==> config.mk <==
export PLATFORM = sky130hd
export DESIGN_NAME = mul_arbiter
export DESIGN_NICKNAME = d
export VERILOG_FILES = /design/src/rtl/mul_arbiter.sv
export SDC_FILE = /design/constraint.sdc
export NUM_CORES = 1
export LEC_CHECK = 0
export CORE_MARGIN = 8
export CORE_UTILIZATION = 50
export CTS_BUF_LIST = sky130_fd_sc_hd__clkbuf_4 sky130_fd_sc_hd__clkbuf_8
export DETAILED_ROUTE_END_ITERATION = 6
export PLACE_DENSITY = 0.9
export SETUP_SLACK_MARGIN = 0.5
export SYNTH_ARGS = -nofsm -noshare
export SYNTH_HDL_FRONTEND = slang
export SYNTH_HIERARCHICAL = 1
export SYNTH_SLANG_ARGS = --single-unit
==> constraint.sdc <==
create_clock -name CLK -period 8.6 [get_ports CLK]
set_input_delay 1.29 -clock CLK [delete_from_list [all_inputs] [get_ports CLK]]
set_output_delay 1.29 -clock CLK [all_outputs]
set_load 0.1 [all_outputs]
==> src/rtl/mul_arbiter.sv <==
// Two-requester round-robin front end sharing one 8-bit combinational multiplier.
// Optional macro MUL_ARB_ZERO_BYPASS_EN: zero operands complete in IDLE without waiting.

module mul8 (
   input  logic [7:0] INPUT1,
   input  logic [7:0] INPUT2,
   output logic [7:0] OUT
);
   assign OUT = INPUT1 * INPUT2;
endmodule

module mul_arbiter #(
   parameter int unsigned WAIT_CYCLES = 2
) (
   input  logic       CLK,
   input  logic       RESET,
   input  logic       REQ0,
   input  logic       REQ1,
   input  logic [7:0] A0,
   input  logic [7:0] B0,
   input  logic [7:0] A1,
   input  logic [7:0] B1,
   output logic       GNT0,
   output logic       GNT1,
   output logic       DONE0,
   output logic       DONE1,
   output logic [7:0] RESULT,
   output logic       BUSY
);

   typedef enum logic [1:0] {
      S_IDLE,
      S_WAIT,
      S_DONE
   } state_t;

   localparam logic [3:0] LP_WAIT = 4'(WAIT_CYCLES);

   state_t     r_state;
   logic       r_last;
   logic [3:0] r_cnt;
   logic [7:0] r_opa;
   logic [7:0] r_opb;
   logic [7:0] r_result;
   logic       r_gnt0;
   logic       r_gnt1;
   logic       r_done0;
   logic       r_done1;

   logic       w_req_any;
   logic       w_sel;
   logic [7:0] w_sel_a;
   logic [7:0] w_sel_b;
   logic [7:0] w_prod;
   logic       w_bypass;

   mul8 u_mul (
      .INPUT1 (r_opa),
      .INPUT2 (r_opb),
      .OUT    (w_prod)
   );

   // On a tie the requester not served last wins; otherwise whoever is asking.
   assign w_req_any = REQ0 | REQ1;
   assign w_sel     = (REQ0 & REQ1) ? ~r_last : REQ1;
   assign w_sel_a   = w_sel ? A1 : A0;
   assign w_sel_b   = w_sel ? B1 : B0;

`ifdef MUL_ARB_ZERO_BYPASS_EN
   assign w_bypass = (w_sel_a == '0) || (w_sel_b == '0);
`else
   assign w_bypass = 1'b0;
`endif

   always_ff @(posedge CLK or posedge RESET) begin
      if (RESET) begin
         r_state  <= S_IDLE;
         r_last   <= 1'b1;
         r_cnt    <= '0;
         r_opa    <= '0;
         r_opb    <= '0;
         r_result <= '0;
         r_gnt0   <= 1'b0;
         r_gnt1   <= 1'b0;
         r_done0  <= 1'b0;
         r_done1  <= 1'b0;
      end else begin
         r_gnt0  <= 1'b0;
         r_gnt1  <= 1'b0;
         r_done0 <= 1'b0;
         r_done1 <= 1'b0;
         case (r_state)
            S_IDLE: begin
               if (w_req_any) begin
                  r_opa  <= w_sel_a;
                  r_opb  <= w_sel_b;
                  r_last <= w_sel;
                  r_gnt0 <= ~w_sel;
                  r_gnt1 <= w_sel;
                  if (w_bypass) begin
                     r_result <= '0;
                     r_done0  <= ~w_sel;
                     r_done1  <= w_sel;
                     r_cnt    <= '0;
                     r_state  <= S_DONE;
                  end else begin
                     r_cnt   <= LP_WAIT;
                     r_state <= S_WAIT;
                  end
               end
            end
            S_WAIT: begin
               // r_last already names the requester being served.
               if (r_cnt == 4'd1) begin
                  r_result <= w_prod;
                  r_done0  <= ~r_last;
                  r_done1  <= r_last;
                  r_cnt    <= '0;
                  r_state  <= S_DONE;
               end else begin
                  r_cnt <= r_cnt - 4'd1;
               end
            end
            S_DONE:  r_state <= S_IDLE;
            default: r_state <= S_IDLE;
         endcase
      end
   end

   assign GNT0   = r_gnt0;
   assign GNT1   = r_gnt1;
   assign DONE0  = r_done0;
   assign DONE1  = r_done1;
   assign RESULT = r_result;
   assign BUSY   = (r_state != S_IDLE);

endmodule

; ---- Yosys cells after proc, flatten, opt, wreduce, memory -nomap -nowiden
; Index checks and enable logic that the tools add are counted.
[classes]
addsub = 1
n_mul = 1
eq_ne = 4
mux = 17
bitwise = 4
n_reduce_logical = 7
[ops]
columns = op, count
row1 = two-way mux 8 bit, 2
row2 = two-way mux 1 bit, 9
row3 = multiplier 8 x 8 -> 8 bit, 1
row4 = two-way mux 4 bit, 2
row5 = case mux 4 bit (2 select lines), 1
row6 = AND reduction 2 bit, 4
row7 = "equality test 4 x 1 -> 1 bit, second input constant", 1
row8 = two-way mux 2 bit, 2
row9 = "inequality test 2 bit, second input constant", 2
row10 = case mux 2 bit (2 select lines), 1
row11 = nonzero test 2 bit, 2
row12 = "subtractor 4 x 1 -> 4 bit, second input constant", 1
row13 = "equality test 2 x 1 -> 1 bit, second input constant", 1
row14 = zero test 2 bit, 1
row15 = NOT 1 bit, 2
row16 = AND 1 bit, 1
row17 = bitwise OR 1 bit, 1
[totals]
regBits = 35
inputBits = 36
out_inout_bits = 13

; ---- Depth between registers and ports, before layout
; Gate-level depths: netlist of run 1.
[depth]
ltp_word = 5
ltp_mapped = 15
depth_no_buf = 15

; ---- Modules after synthesis
; Netlist of run 1, hierarchy kept.
[modules_own_cells]
columns = mod, n_inst, cells_per_inst, area_per_inst_um2
row1 = mul_arbiter, 1, 115, 1597.8
row2 = mul8, 1, 102, 887.1

; ---- Worst setup path after synthesis of run 1
; No wires, ideal clock.
[synth_path]
path_kind = register to register
startpoint = register r_opa[1]
endpoint = register r_result[7], in the netlist RESULT[7]
setup_ns = 0.126
arrival_ns = 3.731
required_ns = 8.474
slack_ns = 4.743
path_stages_with_launch = 13
path_cell_list = dfrtp_1 -> and2_1 -> fa_1 -> inv_1 -> fa_1 -> fa_1 -> fa_1 -> inv_1 -> ha_1 -> a21oi_1 -> xnor3_1 -> xnor3_1 -> mux2_2
[synth_between]
elab_chain_len = 1
[synth_rtl]
columns = item, line_no
row1 = start: declaration, 42  ; logic [7:0] r_opa;
row2 = start signal: assignment, 95  ; r_opa <= w_sel_a;
row3 = multiplier 8 x 8 -> 8 bit, 9  ; assign OUT = INPUT1 * INPUT2;
row4 = net w_prod[7], 54  ; logic [7:0] w_prod;
row5 = end signal: assignment, 115  ; r_result <= w_prod;
row6 = end: declaration, 44  ; logic [7:0] r_result;
; The timed path passes the listed nets, and every way through them passes these cells.
; A chain may end at the register's enable or synchronous reset.

; ---- Worst setup path in the final report of run 1
[layout_path]
startpoint = register r_opa[2]
endpoint = register r_result[7], in the netlist RESULT[7]
; The elaborated chain is that of the path after synthesis.

==> run_results.csv, run 1 <==
group,metric,value,unit
status,status,"finished clean",
yosys,mappedNetlistNets,283,
global_route,track_usage,15.5,%
cts,cts_sinks,35,
placed_design,dp_hpwl,3990,µm
sta,worst_pin_slew,1.00,ns
routing,drt_iter0_markers,64,
floorplan,io_pins,49,
routing,wl,5130,µm
sta,hold_violations,0,
worst_setup_path,rrSetupSlack,4.45,ns
routing,vias,1726,
layout,diodes,0,
layout,drive_gt1_share,22.2,%
global_route,grt_max_degree,36,
yosys,ys.flop_type,"dfrtp_1",
cts,cts_resized,0,
sta,fin_skew,0.00796,ns
global_route,grt_pass1_vias,1959,
yosys,syn_inst,217,
sta,setup_tns,0,ns
yosys,postSynthAreaPerCell,11.5,µm²
yosys,yosys_warnings,6,
worst_setup_path,crit_type,"reg -> reg",
worst_setup_path,arrival,4.33,ns
worst_setup_path,path_max_fanout,7,
layout,final_area,3140,µm²
floorplan,std_cell_rows,25,
yosys,synth_area_leaders,"dfrtp_1, mux2_2, fa_1",
global_route,grt_overflow,0,
routing,drc,0,
cts,cts_setup_buffers,0,
floorplan,fp.dieW,86.5,µm
layout,fin_nets,335,
cts,cts_max_path_buffers,2,
sta,setup_viol,0,
global_route,grt_pass1_wl,9120,µm
worst_setup_path,reg2reg_to,"RESULT[7]$_DFFE_PP0P_",
yosys,synth.most_common_cell,"dfrtp_1",
layout,n_fill_cell,364,
yosys,synth_common_cells,"dfrtp_1, mux2_2, inv_1, nand2_1, ha_1",
layout,syn_to_final_growth,26.5,%
sta,fin_crit,4.15,ns
sta,fmax,0.241,GHz
worst_setup_path,ff2ff_path_depth,13,
sta,finalWorstSetupSlack,4.45,ns
cts,insertion_delay,0.29,ns
yosys,ys_seq_area_share,35.3,%
worst_setup_path,cp.required,8.78,ns
yosys,synth_edf_count,0,
cts,ctsHoldBuffers,0,
sta,fin_crit_sh,48.3,%
min_path,worstHoldEndpoint,"RESULT[4]$_DFFE_PP0P_",
floorplan,core,4750,µm²
sta,slew_headroom,32.9,%
routing,vias_per_cell,5.12,
layout,ff_latch_area,877,µm²
cts,cts_buffers,5,
yosys,yosys.area.top_type_share,34.2,%
min_path,min_path_cells,1,
floorplan,die_y,86.5,µm
yosys,synth_cell_type_count,32,
global_route,antenna_found_initial,0,
routing,drt_pass1_iterations,4,
placed_design,placed_area,3030,µm²
min_path,hp-start,"RESULT[4]$_DFFE_PP0P_",
floorplan,initial_utilization,52.3,%
sta,rsz0062_at_grt,"no",
min_path,hold_path_class,"reg -> reg",
cts,cts_root_buffer,"clkbuf_8",
run,drv_cap,0,
cts,clk_pin_slew,0.07,ns
placed_design,dp_worst_setup_slack,4.49,ns
layout,multi_input_area,1480,µm²
floorplan,dieArea,7480,µm²
placed_design,gp_congestion,0.856,
worst_setup_path,worstSetupStartpointType,"flop",
cts,cts_tree,"built",
routing,wl_per_cell,15.2,µm
cts,h-tree-depth,2,
yosys,synth_top_area_cell,"dfrtp_1",
yosys,ys_ff_latch,35,
yosys,netlist_area,2480,µm²
worst_setup_path,cp-end-kind,"flop",
sta,final-max-slew-violation-count,0,
placed_design,io_buffers,48,
routing,ant_nets,0,
yosys,async_reset_ff_share,100,%
worst_setup_path,r2r_start,"r_opa[2]$_DFFE_PP0P_",
==> through the flow <==
step                hold slack, ns  utilization (%)  instances
floorplan                    0.452                -        217
global placement             0.466             63.7        329
detailed placement           0.500             63.7        329
CTS                          0.516             66.1        337
global route                 0.530             66.1        337
finish                       0.509             66.1        337
==> state kept, by name, summed over array words and instances, names as in the netlist <==
| name | count |
|---|---|
| RESULT | 8 |
| r_opa | 8 |
| r_opb | 8 |
| r_cnt | 4 |
| r_state | 2 |
| DONE0 | 1 |
| DONE1 | 1 |
| GNT0 | 1 |
| GNT1 | 1 |
| r_last | 1 |
==> kinds of logic after synthesis <==
family                     Yosys count  synth area share (%)
AOI/OAI and AO/OA                   16                  4.18
xor gates and xnor gates            14                  6.34
adders and majority gates           30                  18.7
buffers and inverters               30                  4.98
DFF                                 35                  35.3
muxes                               40                  19.2
and+or+nand+nor                     52                  11.3
==> worst max path at each step <==
stage,startpoint,end,depth (start not counted)
3_5_place_dp,r_opa[2]$_DFFE_PP0P_,RESULT[7]$_DFFE_PP0P_,13
5_1_grt,r_opa[0]$_DFFE_PP0P_,RESULT[7]$_DFFE_PP0P_,14
4_1_cts,r_opa[2]$_DFFE_PP0P_,RESULT[7]$_DFFE_PP0P_,13
6_report,r_opa[2]$_DFFE_PP0P_,RESULT[7]$_DFFE_PP0P_,13
3_3_place_gp,r_opb[2]$_DFFE_PP0P_,RESULT[7]$_DFFE_PP0P_,13
2_1_floorplan,r_opa[1]$_DFFE_PP0P_,RESULT[7]$_DFFE_PP0P_,12
==> area by class of cell <==
| class | instances | area share [%] |
|---|---|---|
| Sequential cell | 35 | 27.9 |
| Multi-Input combinational cell | 152 | 47.2 |
| Clock inverter | 3 | 1.39 |
| Tap cell | 67 | 2.67 |
| Inverter | 26 | 3.11 |
| Clock buffer | 5 | 2.19 |
| Timing Repair Buffer | 49 | 15.5 |
==> placed cells by master, fill, tap and decap left out, types with 3 or more instances in the layout <==
cell type	synthesis	layout
dfrtp_1	34	34
nor2_1	5	5
and2_1	14	14
fa_1	12	12
clkdlybuf4s50_1	0	48
mux2_2	33	33
a21oi_1	3	3
inv_1	26	26
and2_2	5	5
a31oi_1	3	3
o21ai_0	4	4
xnor2_1	9	9
mux2_4	7	7
ha_1	18	18
clkbuf_8	0	5
nand2_1	19	19
==> per-layer routing <==
layer / wire length (µm) / vias to the layer above / global-route usage, %
li1: - / 823 / -
met1: 2070 / 858 / 16.9
met2: 2780 / 38 / 28.3
met3: 203 / 7 / 3.40
met4: 80 / 0 / 5.95
met5: 0 / - / 0
==> worst max-delay path, cell delays in order (launching register included) <==
cell and delay [ns]:
dfrtp_1 0.48, nand2_1 0.14, fa_1 0.57, inv_1 0.05
ha_1 0.27, inv_1 0.06, fa_1 0.51, fa_1 0.54
inv_1 0.04, ha_1 0.31, a21oi_1 0.19, xnor3_1 0.24
xnor3_1 0.36, mux2_2 0.26
Power of run 1 is left out: the tool's default activity adds up to more than one toggle a clock period on the data nets, which glitch-free logic cannot reach.
==> run 2, diff against run 1 <==
--- a/config.mk
+++ b/config.mk
@@ -6,10 +6,10 @@
 export NUM_CORES = 1
 export LEC_CHECK = 0
 export CORE_MARGIN = 8
-export CORE_UTILIZATION = 50
+export CORE_UTILIZATION = 49
 export CTS_BUF_LIST = sky130_fd_sc_hd__clkbuf_4 sky130_fd_sc_hd__clkbuf_8
 export DETAILED_ROUTE_END_ITERATION = 6
-export PLACE_DENSITY = 0.9
+export PLACE_DENSITY = 0.91
 export SETUP_SLACK_MARGIN = 0.5
 export SYNTH_ARGS = -nofsm -noshare
 export SYNTH_HDL_FRONTEND = slang
==> constraint.sdc (replaced) <==
create_clock -name CLK -period 3.8 [get_ports CLK]
set_input_delay 0.57 -clock CLK [delete_from_list [all_inputs] [get_ports CLK]]
set_output_delay 0.57 -clock CLK [all_outputs]
set_load 0.1 [all_outputs]
==> run 2 against run 1 <==
  * Setup slack got worse by 4.3 ns
  * Register-to-register slack got worse by 4.3 ns
  * Final cell count up 3.6%
  * Non-clock buffer count increased by 9
  * Via count stayed put
  * Global-route usage shrank 0.38 points
  * Sequential share of layout area down 1.1 points
  * Die area rose by 1.7%
  * Fmax increased by 14%
  * First-iteration DRC count decreased by 1.6%
  * Critical endpoint unchanged
  * Highest routed layer unchanged
==> run_results.csv, run 2 (synthesis results as in run 1) <==
group,metric,value,unit
layout,final_cell_mix,"clkdlybuf4s50_1, mux2_2, dfrtp_1",
layout,diodes,0,
cts,cts_root_buffer,"clkbuf_8",
layout,layout_commonest_cell,"clkdlybuf4s50_1",
sta,final-max-slew-violation-count,0,
worst_setup_path,cpPeakStageDelay,0.55,ns
floorplan,fp.dieW,87.2,µm
cts,cts_tree,"built",
worst_setup_path,arrival,3.82,ns
sta,fin_crit,3.64,ns
min_path,min_path_cells,2,
routing,wl,5170,µm
placed_design,gp_congestion,0.888,
cts,cts_max_path_buffers,2,
global_route,grt_max_degree,36,
cts,insertion_delay,0.30,ns
cts,cts_sinks,35,
status,status,"finished clean",
worst_setup_path,cp.required,3.97,ns
routing,drt_pass1_iterations,4,
worst_setup_path,cp-end-kind,"flop",
placed_design,io_buffers,48,
sta,fin_skew,0.0103,ns
cts,cts_buffers,5,
sta,hold_violations,0,
cts,clk_pin_slew,0.07,ns
layout,syn_to_final_growth,32.8,%
run,drv_cap,0,
floorplan,std_cell_rows,26,
floorplan,core,5010,µm²
cts,ctsHoldBuffers,0,
layout,n_fill_cell,392,
global_route,grt_pass1_vias,1888,
global_route,grt_pass1_wl,8810,µm
cts,h-tree-depth,2,
worst_setup_path,path_max_fanout,6,
floorplan,initial_utilization,49.6,%
floorplan,dieArea,7610,µm²
routing,ant_nets,0,
placed_design,dp_hpwl,4030,µm
sta,setup_tns,0,ns
global_route,grt_overflow,0,
floorplan,die_y,87.2,µm
min_path,hold_path_class,"reg -> reg",
floorplan,io_pins,49,
worst_setup_path,worst-path-buf-inv,4,
worst_setup_path,critPathSlowestCell,"fa_1",
sta,fmax,0.275,GHz
sta,slew_headroom,34.6,%
routing,vias,1726,
routing,drt_iter0_markers,63,
sta,setup_viol,0,
layout,fin_nets,344,
worst_setup_path,path_delay_family,"adder cells",
worst_setup_path,worstPathCellList,"buf_6, nand2_4, fa_1, inv_2, ha_4, inv_2, fa_1, fa_1, inv_2, ha_4, a21oi_2, xnor3_1, xnor3_1, mux2_2",
worst_setup_path,crit_type,"reg -> reg",
routing,drc,0,
global_route,antenna_found_initial,0,
worst_setup_path,critical_path_depth,14,
worst_setup_path,worstSetupStartpointType,"flop",
sta,fin_crit_sh,95.8,%
worst_setup_path,ff2ff_path_depth,14,
global_route,track_usage,15.1,%
layout,drive_gt1_share,34.1,%
sta,rsz0062_at_grt,"yes",
routing,wl_per_cell,14.8,µm
sta,worst_pin_slew,0.978,ns
routing,vias_per_cell,4.95,
run 2: cell count changes in the layout (fill, tap and decap cells not counted), sizes merged:
cell and change:
buf +9, clkbuf +2, bufinv -1, clkinv -1
run 2: repair_timing:
| item | CTS | global route |
|---|---|---|
| cloned | 0 | 0 |
| hold endpoints to repair | 0 | 0 |
| setup endpoints to repair | 1 | 2 |
| pin swaps | 4 | 5 |
| gates resized for setup | 5 | 14 |
| buffers inserted | 3 | 4 |
run 2: cell type report:
class / instances / area (µm²) / area share [%]
multi-input cells: 152 / 1580 / 47.8
flip-flops and latches: 35 / 883 / 26.8
inverters: 26 / 97.6 / 2.96
clock inverters: 1 / 5.00 / 0.152
repair buffers: 58 / 559 / 17.0
clock buffers: 7 / 90.1 / 2.73
well taps: 70 / 87.6 / 2.65
run 2: through the flow:
| stage | util (%) | worst slack [ns] | cells | hold slack, ns | instance area [µm²] |
|---|---|---|---|---|---|
| finish | 65.9 | 0.158 | 349 | 0.506 | 3300 |
| floorplan | - | 0.267 | 217 | 0.452 | 2520 |
| CTS | 64.1 | 0.173 | 345 | 0.512 | 3210 |
| detailed placement | 61.6 | 0.0864 | 334 | 0.500 | 3090 |
| global placement | 61.6 | 0.165 | 334 | 0.467 | 3090 |
| global route | 65.9 | 0.0180 | 349 | 0.524 | 3300 |
run 2: final timing paths:
path | from | endpoint | slack, ns
worst max-delay path | r_opb[2]$_DFFE_PP0P_ | RESULT[7]$_DFFE_PP0P_ | 0.16
worst min-delay path | r_last$_DFFE_PP1P_ | DONE1$_DFF_PP0_ | 0.51
worst max register to register | r_opb[2]$_DFFE_PP0P_ | RESULT[7]$_DFFE_PP0P_ | 0.16
worst min register to register | r_last$_DFFE_PP1P_ | DONE1$_DFF_PP0_ | 0.51
max in group asynchronous | RESET | r_last$_DFFE_PP1P_ | 2.79
min in group asynchronous | RESET | r_cnt[0]$_DFFE_PP0P_ | 0.66
run 2: per-layer routing:
metal | global-route usage, % | part of all wire, % | vias to the layer above | wire length (µm)
li1 | - | - | 840 | -
met2 | 25.8 | 50 | 38 | 2570
met3 | 3.30 | 4.6 | 12 | 238
met4 | 8.13 | 2.9 | 0 | 148
met1 | 17.2 | 43 | 836 | 2210
met5 | 0 | 0 | - | 0
run 2: worst register-to-register path, cell delays in order (launching register included):
cell and delay [ns]:
dfrtp_2 0.41, buf_6 0.13, nand2_4 0.04, fa_1 0.55, inv_2 0.05, ha_4 0.25
inv_2 0.03, fa_1 0.49, fa_1 0.51, inv_2 0.05, ha_4 0.21, a21oi_2 0.13
xnor3_1 0.23, xnor3_1 0.18, mux2_2 0.26
Power of run 2 is left out for the same reason.
